File: src/rtl/channel_scan_mux_pkg.sv
// channel_scan_mux shared types and helpers.
// Scan mode encoding and a width helper used by every file.
package channel_scan_mux_pkg;

   typedef enum logic {
      MODE_MANUAL = 1'b0,
      MODE_AUTO   = 1'b1
   } scan_mode_e;

   function automatic int clog2(input int n);
      int r;
      r = 1;
      while ((1 << r) < n) r++;
      return r;
   endfunction

endpackage

File: src/rtl/channel_scan_mux_tick_gen.sv
// scan_tick_gen: divide-by-DIV prescaler for the channel scanner.
// clr restarts the period so the clr cycle itself is count 0.
module scan_tick_gen
   import channel_scan_mux_pkg::*;
#(
   parameter int DIV = 1000
) (
   input  logic clk,
   input  logic rst_n,
   input  logic clr,
   input  logic en,
   output logic tick
);

   localparam int CW = clog2(DIV);
   localparam logic [CW-1:0] LAST = CW'(DIV - 1);

   logic [CW-1:0] cnt_q;
   logic [CW-1:0] cur;

   assign cur  = clr ? '0 : cnt_q;
   assign tick = en & (cur == LAST);

   // Count while enabled, wrapping at the end of each period.
   always_ff @(posedge clk or negedge rst_n) begin
      if (!rst_n) begin
         cnt_q <= '0;
      end else if (en) begin
         cnt_q <= tick ? '0 : cur + CW'(1);
      end else if (clr) begin
         cnt_q <= '0;
      end
   end

endmodule

File: src/rtl/channel_scan_mux.sv
// channel_scan_mux: manual/auto-scan channel selector, registered outputs.
// Optional blanking after each auto change: define CHANNEL_SCAN_MUX_BLANK_EN.
module channel_scan_mux
   import channel_scan_mux_pkg::*;
#(
   parameter int WIDTH        = 4,
   parameter int CHANNELS     = 8,
   parameter int SCAN_DIV     = 1000,
   parameter int BLANK_CYCLES = 4
) (
   input  logic                         clk,
   input  logic                         rst_n,
   input  logic [CHANNELS*WIDTH-1:0]    data_i,
   input  logic [CHANNELS-1:0]          en_mask_i,
   input  logic                         mode_i,
   input  logic [clog2(CHANNELS)-1:0]   sel_i,
   output logic [WIDTH-1:0]             data_o,
   output logic [clog2(CHANNELS)-1:0]   chan_o,
   output logic [CHANNELS-1:0]          onehot_o,
   output logic                         valid_o
);

   localparam int CW = clog2(CHANNELS);
   localparam logic [CHANNELS-1:0] ONE = {{(CHANNELS-1){1'b0}}, 1'b1};

   scan_mode_e mode;
   logic auto_m;
   logic mode_q;
   logic clr;
   logic tick;
   logic hold;
   logic [CW-1:0] scan_nxt;
   logic [CW-1:0] chan_d;
   logic [WIDTH-1:0] data_d;
   logic [CHANNELS-1:0] onehot_d;
   logic valid_d;

   assign mode   = scan_mode_e'(mode_i);
   assign auto_m = (mode == MODE_AUTO);
   assign clr    = auto_m & ~mode_q;

   // Remember last mode to spot the manual->auto edge.
   always_ff @(posedge clk or negedge rst_n) begin
      if (!rst_n) mode_q <= 1'b0;
      else        mode_q <= auto_m;
   end

   scan_tick_gen #(
      .DIV (SCAN_DIV)
   ) u_tick (
      .clk   (clk),
      .rst_n (rst_n),
      .clr   (clr),
      .en    (auto_m),
      .tick  (tick)
   );

   // Nearest enabled channel above the current one, cyclically.
   always_comb begin
      int idx;
      idx      = 0;
      scan_nxt = chan_o;
      for (int i = CHANNELS; i >= 1; i--) begin
         idx = int'(chan_o) + i;
         if (idx >= CHANNELS) idx = idx - CHANNELS;
         if (en_mask_i[idx]) scan_nxt = CW'(idx);
      end
   end

`ifdef CHANNEL_SCAN_MUX_BLANK_EN
   localparam int BW = clog2(BLANK_CYCLES);
   localparam logic [BW-1:0] BLAST = BW'(BLANK_CYCLES - 1);

   logic [BW-1:0] blank_q;
   logic [BW-1:0] blank_d;
   logic change;

   assign change = auto_m && (|en_mask_i) && tick &&
                   (scan_nxt != chan_o);

   // Hide valid for a fixed window after each auto change.
   always_comb begin
      blank_d = '0;
      hold    = 1'b0;
      if (auto_m) begin
         if (change) begin
            blank_d = BLAST;
            hold    = 1'b1;
         end else if (blank_q != '0) begin
            blank_d = blank_q - BW'(1);
            hold    = 1'b1;
         end
      end
   end

   // Blank window counter.
   always_ff @(posedge clk or negedge rst_n) begin
      if (!rst_n) blank_q <= '0;
      else        blank_q <= blank_d;
   end
`else
   assign hold = 1'b0;
`endif

   // Next output state for manual select or auto scan.
   always_comb begin
      chan_d  = chan_o;
      data_d  = '0;
      valid_d = 1'b0;
      unique case (1'b1)
         !auto_m: begin
            if (int'(sel_i) < CHANNELS) begin
               chan_d  = sel_i;
               data_d  = data_i[int'(sel_i)*WIDTH +: WIDTH];
               valid_d = 1'b1;
            end
         end
         auto_m && (|en_mask_i): begin
            chan_d  = tick ? scan_nxt : chan_o;
            data_d  = data_i[int'(chan_d)*WIDTH +: WIDTH];
            valid_d = en_mask_i[chan_d] & ~hold;
         end
         default: ;
      endcase
      onehot_d = valid_d ? (ONE << chan_d) : '0;
   end

   // Output registers.
   always_ff @(posedge clk or negedge rst_n) begin
      if (!rst_n) begin
         chan_o   <= '0;
         data_o   <= '0;
         onehot_o <= '0;
         valid_o  <= 1'b0;
      end else begin
         chan_o   <= chan_d;
         data_o   <= data_d;
         onehot_o <= onehot_d;
         valid_o  <= valid_d;
      end
   end

endmodule

File: config.mk
export PLATFORM = sky130hd
export DESIGN_NAME = channel_scan_mux
export DESIGN_NICKNAME = d
export VERILOG_FILES = /design/src/rtl/channel_scan_mux_pkg.sv /design/src/rtl/channel_scan_mux_tick_gen.sv /design/src/rtl/channel_scan_mux.sv
export SDC_FILE = /design/constraint.sdc
export NUM_CORES = 1
export LEC_CHECK = 0
export ABC_CLOCK_PERIOD_IN_PS = 4000
export CAP_MARGIN = 20
export CORE_MARGIN = 2
export CORE_UTILIZATION = 47
export CTS_CLUSTER_SIZE = 40
export DETAILED_ROUTE_END_ITERATION = 10
export PLACE_DENSITY = 0.86
export SETUP_SLACK_MARGIN = 0.1
export SLEW_MARGIN = 5
export SYNTH_ARGS = -nofsm -noshare
export SYNTH_HDL_FRONTEND = slang
export SYNTH_HIERARCHICAL = 1
export SYNTH_SLANG_ARGS = --single-unit
File: constraint.sdc
create_clock -name clk -period 4 [get_ports clk]
set_input_delay 0.4 -clock clk [delete_from_list [all_inputs] [get_ports clk]]
set_output_delay 0.4 -clock clk [all_outputs]
set_load 0.03 [all_outputs]
Word level (Yosys, flattened, before mapping)
Index checks and enable logic that the tools add are counted.
- flip-flop bits (word level): 27
- latch bits: 0
- RAM bits: 0
- ROM bits: 0
- input port bits: 46
- output and inout bits: 16
- logic and storage cells: 103
- memories: 0
- add/subtract/negate cells: 17
- multiply operators: 0
- div/mod/pow operators: 0
- $lt $le $gt $ge: 17
- eq/ne operators: 1
- shifts and indexed selects: 3
- mux-type cells: 53
- bitwise logic cells: 3
- reductions and logical operators: 3
- operator list (cell ; number):
    $lt 32x5->1 const B ; 8
    $mux 32 ; 8
    $shiftx 32x6->4 ; 2
    $sub 4x4->5 const B ; 7
    $mux 10 ; 3
    $mux 3 ; 10
    $ge 4x4->1 const B ; 7
    $bmux 1 s3 ; 9
    $mux 1 ; 18
    $add 3x3->4 const B ; 4
    $add 10x1->10 const B ; 1
    $eq 10x10->1 const B ; 1
    $add 3x2->4 const B ; 2
    $mux 8 ; 1
    $pmux 4 s2 ; 1
    $reduce_or 8->1 ; 1
    $shl 1x3->8 const A ; 1
    $pmux 3 s2 ; 1
    $sub 5x4->6 const B ; 1
    $add 3x4->5 const B ; 1
    $ge 5x4->1 const B ; 1
    $add 3x1->4 const B ; 1
    $lt 3x4->1 const B ; 1
    $mux 4 ; 1
    other kinds (5) ; 6

Depth between registers and ports, before layout
Gate-level depths: netlist of the first run.
- depth after elaboration: 19
- gate-level depth with buffers: 19
- mapped depth without buffers: 16

Cells and area by module
The synthesis of the first run kept the hierarchy.
- modules (own cells, without submodules) (module ; instances ; cells an instance ; area an instance (sq um) ; seq. area each (sq um)):
    channel_scan_mux ; 1 ; 259 ; 2387.3 ; 425.4
    scan_tick_gen ; 1 ; 55 ; 559.3 ; 250.2

Worst setup path after synthesis of the first run
No wires, ideal clock.
- kind: flip-flop to flip-flop
- from: register chan_o[1]
- to: register data_o[0]
- library setup time: 94 ps
- arrival time: 3978 ps
- data required time: 3906 ps
- path slack: -72 ps
- cell stages (with the launch flop): 16
- path buffers: 5
- period minus slack after synthesis: 4072 ps
- path through: dfrtp_1 -> buf_6 -> buf_2 -> buf_2 -> inv_1 -> ha_1 -> buf_2 -> mux2_2 -> a222oi_1 -> a32oi_1 -> nor4_1 -> a21oi_2 -> mux2i_4 -> buf_2 -> mux2_2 -> a211oi_1
- cells in the longest elaborated chain, start to end: 17
- elaborated cells on any way between the ends: 67
- those cells by class: add/sub: 16; order compare: 8; shift: 1; mux: 42
- ends and longest elaborated chain (element ; RTL line ; text):
    start: declaration ; channel_scan_mux.sv:18 ; output logic [clog2(CHANNELS)-1:0] chan_o,
    start signal: assignment ; channel_scan_mux.sv:136 ; chan_o <= chan_d;
    $add 3x4->5 ; channel_scan_mux.sv:64 ; idx = int'(chan_o) + i;
    $sub 5x4->6 / $ge 5x4->1 (equally long branches) ; channel_scan_mux.sv:65 ; if (idx >= CHANNELS) idx = idx - CHANNELS;
    $mux 32 ; channel_scan_mux.sv:65 ;
    $bmux 1 s3 ; channel_scan_mux.sv:66 ; if (en_mask_i[idx]) scan_nxt = CW'(idx);
    $mux 1 (implied by the code) (2 in a row) ; channel_scan_mux.sv:66 ;
    $mux 3 (8 in a row) ; channel_scan_mux.sv:66 ;
    $mux 3 * ; channel_scan_mux.sv:119 ; chan_d = tick ? scan_nxt : chan_o;
    $shiftx 32x6->4 * ; channel_scan_mux.sv:120 ; data_d = data_i[int'(chan_d)*WIDTH +: WIDTH];
    $pmux 4 s2 * ; channel_scan_mux.sv:110 ; unique case (1'b1)
    via data_d[0] ; channel_scan_mux.sv:34 ; logic [WIDTH-1:0] data_d;
    end signal: assignment ; channel_scan_mux.sv:137 ; data_o <= data_d;
    end: declaration ; channel_scan_mux.sv:17 ; output logic [WIDTH-1:0] data_o,
The timed path passes the listed nets; every way through them passes the cells marked *. The select of a mux whose other input is x is not followed.

Final worst setup path of the first run
- from: input mode_i
- to: register data_o[3]
- cells in the longest elaborated chain, start to end: 7
- elaborated cells on any way between the ends: 9
- those cells by class: eq/ne: 1; shift: 1; mux: 3; bitwise: 2; reduce/logical: 2
- ends and longest elaborated chain (element ; RTL line ; text):
    start: declaration ; channel_scan_mux.sv:15 ; input logic mode_i,
    $and 1x1->1 ; channel_scan_mux.sv:40 ; assign clr = auto_m & ~mode_q;
    via clr ; channel_scan_mux.sv:29 ; logic clr;
    $mux 10 ; n/a ;
    $eq 10x10->1 ; channel_scan_mux_tick_gen.sv:22 ; assign tick = en & (cur == LAST);
    $and 1x1->1 ; channel_scan_mux_tick_gen.sv:22 ;
    via tick ; channel_scan_mux.sv:30 ; logic tick;
    $mux 3 ; channel_scan_mux.sv:119 ;
    $shiftx 32x6->4 ; channel_scan_mux.sv:120 ;
    $pmux 4 s2 ; channel_scan_mux.sv:110 ;
    via data_d[3] ; channel_scan_mux.sv:34 ;
The timed path passes the listed nets, and every way through them passes these cells.

==> results.cfg, run 1 <==
[sta]
period_share_pct = 91.4
worstMarginPinSlew_ps = 724
fin_crit_ps = 3650
rsz0062_at_grt = false
hold_viol = 0
max_slew_margin_pct = 51.7
setup_viol = 0
max_freq_ghz = 0.274
layout_setup_ws_ps = 345
skew_ps = 9.27
slew_viol_final = 0

[route]
routedWlPerCell_um = 17.6
drt-vias-per-instance = 6.28
wl_um = 7810
drc = 0
first_iter_violations = 223
dr.pass1.iters = 8
num_vias = 2788
drtAntennaViolNets = 0

[cts]
htree_levels = 1
clk_latency_ps = 270
clockRootBuffer = clkbuf_8
clk_pin_slew_ps = 100
cts_tree = yes
clock_sinks = 27
hold_buffers = 0
cts_buffers = 3
clockBufferDepth = 2

[floorplanning]
rows = 28
die_h_um = 83.2
die_w_um = 83.2
io_pins = 62
start_util_pct = 49.2
core_area_sq_mm = 0.00599
dieArea_sq_mm = 0.00692

[min_path]
hold_class = input port to async pin

[setup_path]
end_kind = flop
arrival_ps = 3840
cp_max_fo = 20
reg2reg_to = data_o[3]
r2r_slack_ps = 350
r2r_cells = 13
crit_type = input port to flop
crit_start = mode_i
startpoint_type = input port
crit_end = data_o[3]
cp.required_ps = 4180
r2r-start = chan_o[0]

[yosys]
synth_area_per_cell_sq_um = 9.38
ys_ff_latch = 27
synth_edf_count = 0
syn_inst = 314
yosysSeqAreaShare_pct = 22.9
synth_ff_type = dfrtp_1
synth_cell_types = 73
postSynthNetCount = 363
synthArstFlopShare_pct = 100
yosys_warnings = 6
synth_area_sq_mm = 0.00295

[global_routing]
grt_max_degree = 30
overflow = 0
grt_pass1_wl_um = 13100
grt.total_usage_pct = 22.4
grt_pass1_vias = 2787
grt_antenna_before_repair = 0

[run_status]
status = finished, final reports clean

[power_and_ir_drop]
ir_drop_uv = 247
p_leak_nw = 1.46
powerDensity_mw_per_mm2 = 526
finalPower_w = 0.00195

[placed_design]
numPortBuffers = 61
preCtsSetupSlack_ps = -186
place.gp.congestion = 0.965
dp.cells = 436
hpwl_um = 5840

[final_layout]
nFillCells = 505
final_cell_count_no_fill = 444
fin_nets = 419
regArea_sq_um = 677
drive_gt1_share_pct = 19.0
area_growth_pct = 25.8
n_antenna_cell = 0
multi_input_area_sq_mm = 0.00212

[flow_run]
max_cap_viol_count = 0
## state kept, by name (all words and copies together), names as in the netlist
register and flops:
mode_q 1, valid_o 1, onehot_o 8, data_o 4
chan_o 3, u_tick/cnt_q 10
## cells in the mapped netlist (3+ instances only)
master | number | area (sq um)
a21o_1 | 3 | 22.5
xor2_1 | 5 | 43.8
nand2_1 | 34 | 128
clkbuf_1 | 7 | 26.3
buf_2 | 13 | 65.1
a21oi_1 | 6 | 30.0
nand2b_1 | 10 | 62.6
buf_6 | 3 | 33.8
o2bb2ai_1 | 5 | 43.8
nor2_1 | 19 | 71.3
inv_1 | 8 | 30.0
nor4_1 | 3 | 18.8
nand3_1 | 9 | 45.0
nor2b_1 | 9 | 56.3
ha_1 | 3 | 37.5
o21ai_1 | 6 | 30.0
o2111a_1 | 5 | 56.3
mux2i_1 | 23 | 230
mux2i_4 | 3 | 67.6
nand4_1 | 4 | 25.0
o21a_1 | 4 | 30.0
mux2_2 | 9 | 101
a21oi_2 | 4 | 35.0
dfrtp_1 | 27 | 676
and2_1 | 6 | 37.5
nand3b_1 | 4 | 30.0
o21ai_0 | 5 | 25.0
mux4_2 | 13 | 293
a211oi_1 | 6 | 45.0
a32oi_1 | 3 | 26.3
and3_1 | 5 | 31.3
## kinds of logic (layout without fill, tap and decap cells)
family / after synthesis / after routing / synth area share (%)
compound gates: 74 / 74 / 21.0
xor+xnor: 9 / 9 / 3.19
fa+ha+maj: 3 / 3 / 1.27
buf+inv: 35 / 89 / 6.07
flops: 27 / 27 / 22.9
mux: 50 / 51 / 24.3
simple gates: 116 / 116 / 21.2
## cell type report
type	count	area share (%)
inverter	8	0.810
clock buffer	3	1.11
tap	75	2.53
multi-input combinational	253	57.3
sequential	27	18.3
clock inverter	1	0.202
timing repair buffer	77	19.8
## how the worst min path moves through the flow
stage	cells after the start	slack [ps]	from	to
6_report	2	480	rst_n	valid_o
5_1_grt	2	520	rst_n	valid_o
4_1_cts	2	500	rst_n	chan_o[0]
3_5_place_dp	2	560	u_tick/cnt_q[7]	u_tick/cnt_q[7]
3_3_place_gp	2	520	u_tick/cnt_q[7]	u_tick/cnt_q[7]
2_1_floorplan	0	100	rst_n	chan_o[0]
## through the flow
stage                     cell area, sq um  setup TNS, ps  util [%]  hold slack, ps
after floorplan                       2960              0         -             104
after global placement                3600           -993      60.1             523
after detailed placement              3600          -1500      60.1             561
after CTS                             3660              0      61.2             502
after global routing                  3710              0      61.9             519
final                                 3710              0      61.9             483
## critical path, cell delays in order
cell             delay [ps]
clkdlybuf4s50_1         420
inv_1                    90
nor2_1                   80
nor2b_1                 190
ha_1                    210
and3_2                  250
nand4_4                 150
nor3_4                  230
buf_4                   200
o21ai_0                  90
o21a_1                  150
a21o_1                  200
o31ai_4                 210
buf_4                   290
mux2i_1                 100
mux2_2                  270
a211oi_1                260
## cells in the final DEF, fill, tap and decap left out, drive strengths merged, types with 2 or more instances in the layout
master / instances
o21a: 4
mux4: 13
a21oi: 10
o221ai: 2
a311oi: 2
dfrtp: 27
nand2b: 10
o2bb2ai: 5
inv: 8
nor4: 3
a31oi: 2
nand3b: 4
xnor2: 3
nor3: 2
a211o: 2
ha: 3
mux2: 10
clkdlybuf4s50: 61
a32oi: 3
and2: 7
and4b: 2
nor2: 19
nand2: 34
a221oi: 2
nand3: 9
a211oi: 6
a21o: 3
mux2i: 28
xor2: 6
clkbuf: 3
a22oi: 2
and3: 5
or2: 4
nand4: 5
o21ai: 12
o2111a: 5
nor2b: 9
buf: 16
o31ai: 3
## report_power, final
part / leakage, nW / switching [W] / internal, W / total (W)
Clock: 0.0217 / 0.0000886 / 0.0000707 / 0.000159
Sequential: 0.345 / 0.0000492 / 0.000328 / 0.000377
Combinational: 1.09 / 0.000779 / 0.000634 / 0.00141
## metal layers
layer / global-route usage (%) / routed length (um) / up-vias
li1: - / - / 1295
met1: 29.2 / 3180 / 1318
met2: 39.1 / 3890 / 161
met3: 4.17 / 626 / 14
met4: 4.32 / 124 / 0
met5: 0 / 0 / -
## timing repair
item,in CTS,in global routing
resized for setup,0,5
gates cloned,0,1
setup endpoints to repair,8,13
hold endpoints to repair,0,0
setup buffers,2,1
pin swaps,0,1
Note: power is estimated with default switching activity, not from simulation.
==> run 2, diff against run 1 <==
- ABC_CLOCK_PERIOD_IN_PS: 4000 -> 3850
- CORE_UTILIZATION: 47 -> 52
- GPL_ROUTABILITY_DRIVEN: default -> 1
- HOLD_SLACK_MARGIN: default -> 0.1
- PLACE_DENSITY: 0.86 -> 0.9
- clock period: 4 -> 3.85 ns (I/O delays scaled with it)
==> run 2 against run 1 <==
Compared with the run above: worst setup slack better by 5.1 ps; via count is 0.29% higher; largest cell class unchanged; count of clock-buffer cells in the layout stayed put; non-clock buffer count is 10 higher; final cell count is 1.4% higher; register-to-register slack better by 30 ps; power is 4.7% higher; core utilization is 7.5 points higher; sequential share of layout area is 0.40 points lower; sequential cell count stayed put; critical path type unchanged.
==> results.cfg, run 2 (same netlist as run 1, synthesis figures left out) <==
[run_status]
status = finished, final reports clean

[power_and_ir_drop]
p_leak_nw = 1.51
finalPower_w = 0.00204
powerDensity_mw_per_mm2 = 538
ir_drop_uv = 329

[sta]
setup_viol = 0
rsz0062_at_grt = false
skew_ps = 8.66
hold_viol = 0
max_freq_ghz = 0.286
period_share_pct = 90.9
slew_viol_final = 0
worstMarginPinSlew_ps = 632
layout_setup_ws_ps = 350
fin_crit_ps = 3500
max_slew_margin_pct = 57.9
hold_ws_ps = 377
tns_ps = 0

[placed_design]
preCtsSetupSlack_ps = -52.1
hpwl_um = 6010
place.gp.congestion = 0.982
numPortBuffers = 61

[final_layout]
n_antenna_cell = 0
largest_reg_flops = 10
final_common_cell = clkdlybuf4s50_1
largest-register = u_tick/cnt_q
drive_gt1_share_pct = 22.5
nFillCells = 410
area_growth_pct = 28.9
fin_nets = 428
reg_top3 = u_tick/cnt_q: 10 flops, onehot_o: 8 flops, data_o: 4 flops
regArea_sq_um = 678
final_cell_mix = 61 x clkdlybuf4s50_1, 34 x nand2_1, 25 x dfrtp_1, 23 x mux2i_1, 23 x buf_4
multi_input_area_sq_mm = 0.00212

[cts]
htree_levels = 1
cts_tree = yes
clockBufferDepth = 2
clockRootBuffer = clkbuf_8
clk_pin_slew_ps = 100
clk_latency_ps = 280
clock_sinks = 27
cts_buffers = 3

[global_routing]
overflow = 0
grt_pass1_vias = 2792
grt_antenna_before_repair = 0
grt.total_usage_pct = 25.7
grt_pass1_wl_um = 13000
grt_max_degree = 30

[route]
drt-vias-per-instance = 6.21
routedWlPerCell_um = 16.8
num_vias = 2796
drtAntennaViolNets = 0
wl_um = 7560
dr.pass1.iters = 5
drc = 0
first_iter_violations = 293

[setup_path]
arrival_ps = 3690
critPathMaxStageDelay_ps = 420
cp_max_fo = 7
cpMaxStageDelayCell = clkdlybuf4s50_1
critPathTopFamily = compound AO/OA/AOI/OAI gates
cp.required_ps = 4040
crit_type = input port to flop
crit_path_frequent_cell = buf_4
end_kind = flop
path_cells = clkdlybuf4s50_1 -> inv_1 -> nor2_2 -> nor2b_2 -> ha_1 -> and3_2 -> nand4_4 -> nor3_4 -> nand2b_1 -> a221oi_1 -> a211o_1 -> o31ai_1 -> a21oi_2 -> buf_4 -> mux2i_4 -> buf_4 -> mux2i_1 -> o2111a_1 -> a211oi_2
worst-path-buf-inv = 4
startpoint_type = input port

[floorplanning]
start_util_pct = 53.8
die_w_um = 79.3
die_h_um = 79.3
core_area_sq_mm = 0.00547
rows = 27
dieArea_sq_mm = 0.00628
io_pins = 62

[min_path]
hold_class = input port to async pin

[flow_run]
max_cap_viol_count = 0
run 2: cell count changes in the layout (fill, tap and decap cells not counted), moves of 2 or more:
cell	previous run	this run
buf_4	15	23
nor2b_1	9	7
nor2b_2	0	2
a211oi_2	0	2
a211oi_1	6	4
run 2: power by group:
part	internal, W	switching [W]
logic	0.000686	0.000802
clock network	0.0000735	0.0000910
registers	0.000341	0.0000482
run 2: routing by layer:
layer | wire length [um] | global-route usage (%) | up-vias
li1 | - | - | 1309
met1 | 2960 | 32.2 | 1330
met2 | 3790 | 46.0 | 140
met3 | 686 | 4.43 | 17
met4 | 128 | 6.21 | 0
met5 | 0 | 0 | -
run 2: path summary, 6_finish.rpt:
path / startpoint / to / slack, ps / cells after the start
worst min register to register: u_tick/cnt_q[7] / u_tick/cnt_q[7] / 580 / 2
max in group asynchronous: rst_n / chan_o[1] / 3000 / 2
min in group clk: u_tick/cnt_q[7] / u_tick/cnt_q[7] / 580 / 2
worst max-delay path: mode_i / data_o[1] / 350 / 19
worst max register to register: chan_o[0] / onehot_o[0] / 380 / 11
worst min-delay path: rst_n / u_tick/cnt_q[3] / 380 / 1
run 2: timing repair:
item / 4_1_cts / 5_1_grt
hold buffers: 0 / 0
setup endpoints to repair: 0 / 13
resized for setup: 0 / 9
setup buffers: 0 / 1
run 2: per-stage QoR:
step                      utilization [%]  cells  area [sq um]
after floorplan                         -    314          2980
after global placement               67.5    444          3690
after detailed placement             67.8    445          3710
after CTS                            68.7    449          3760
after global routing                 69.4    450          3800
final                                69.4    450          3800
run 2: area by class of cell:
class,count,share of cell area [%]
multi-input combinational,252,55.8
timing repair buffer,87,21.8
sequential,27,17.9
tap,72,2.37
clock buffer,3,1.09
inverter,8,0.791
clock inverter,1,0.198
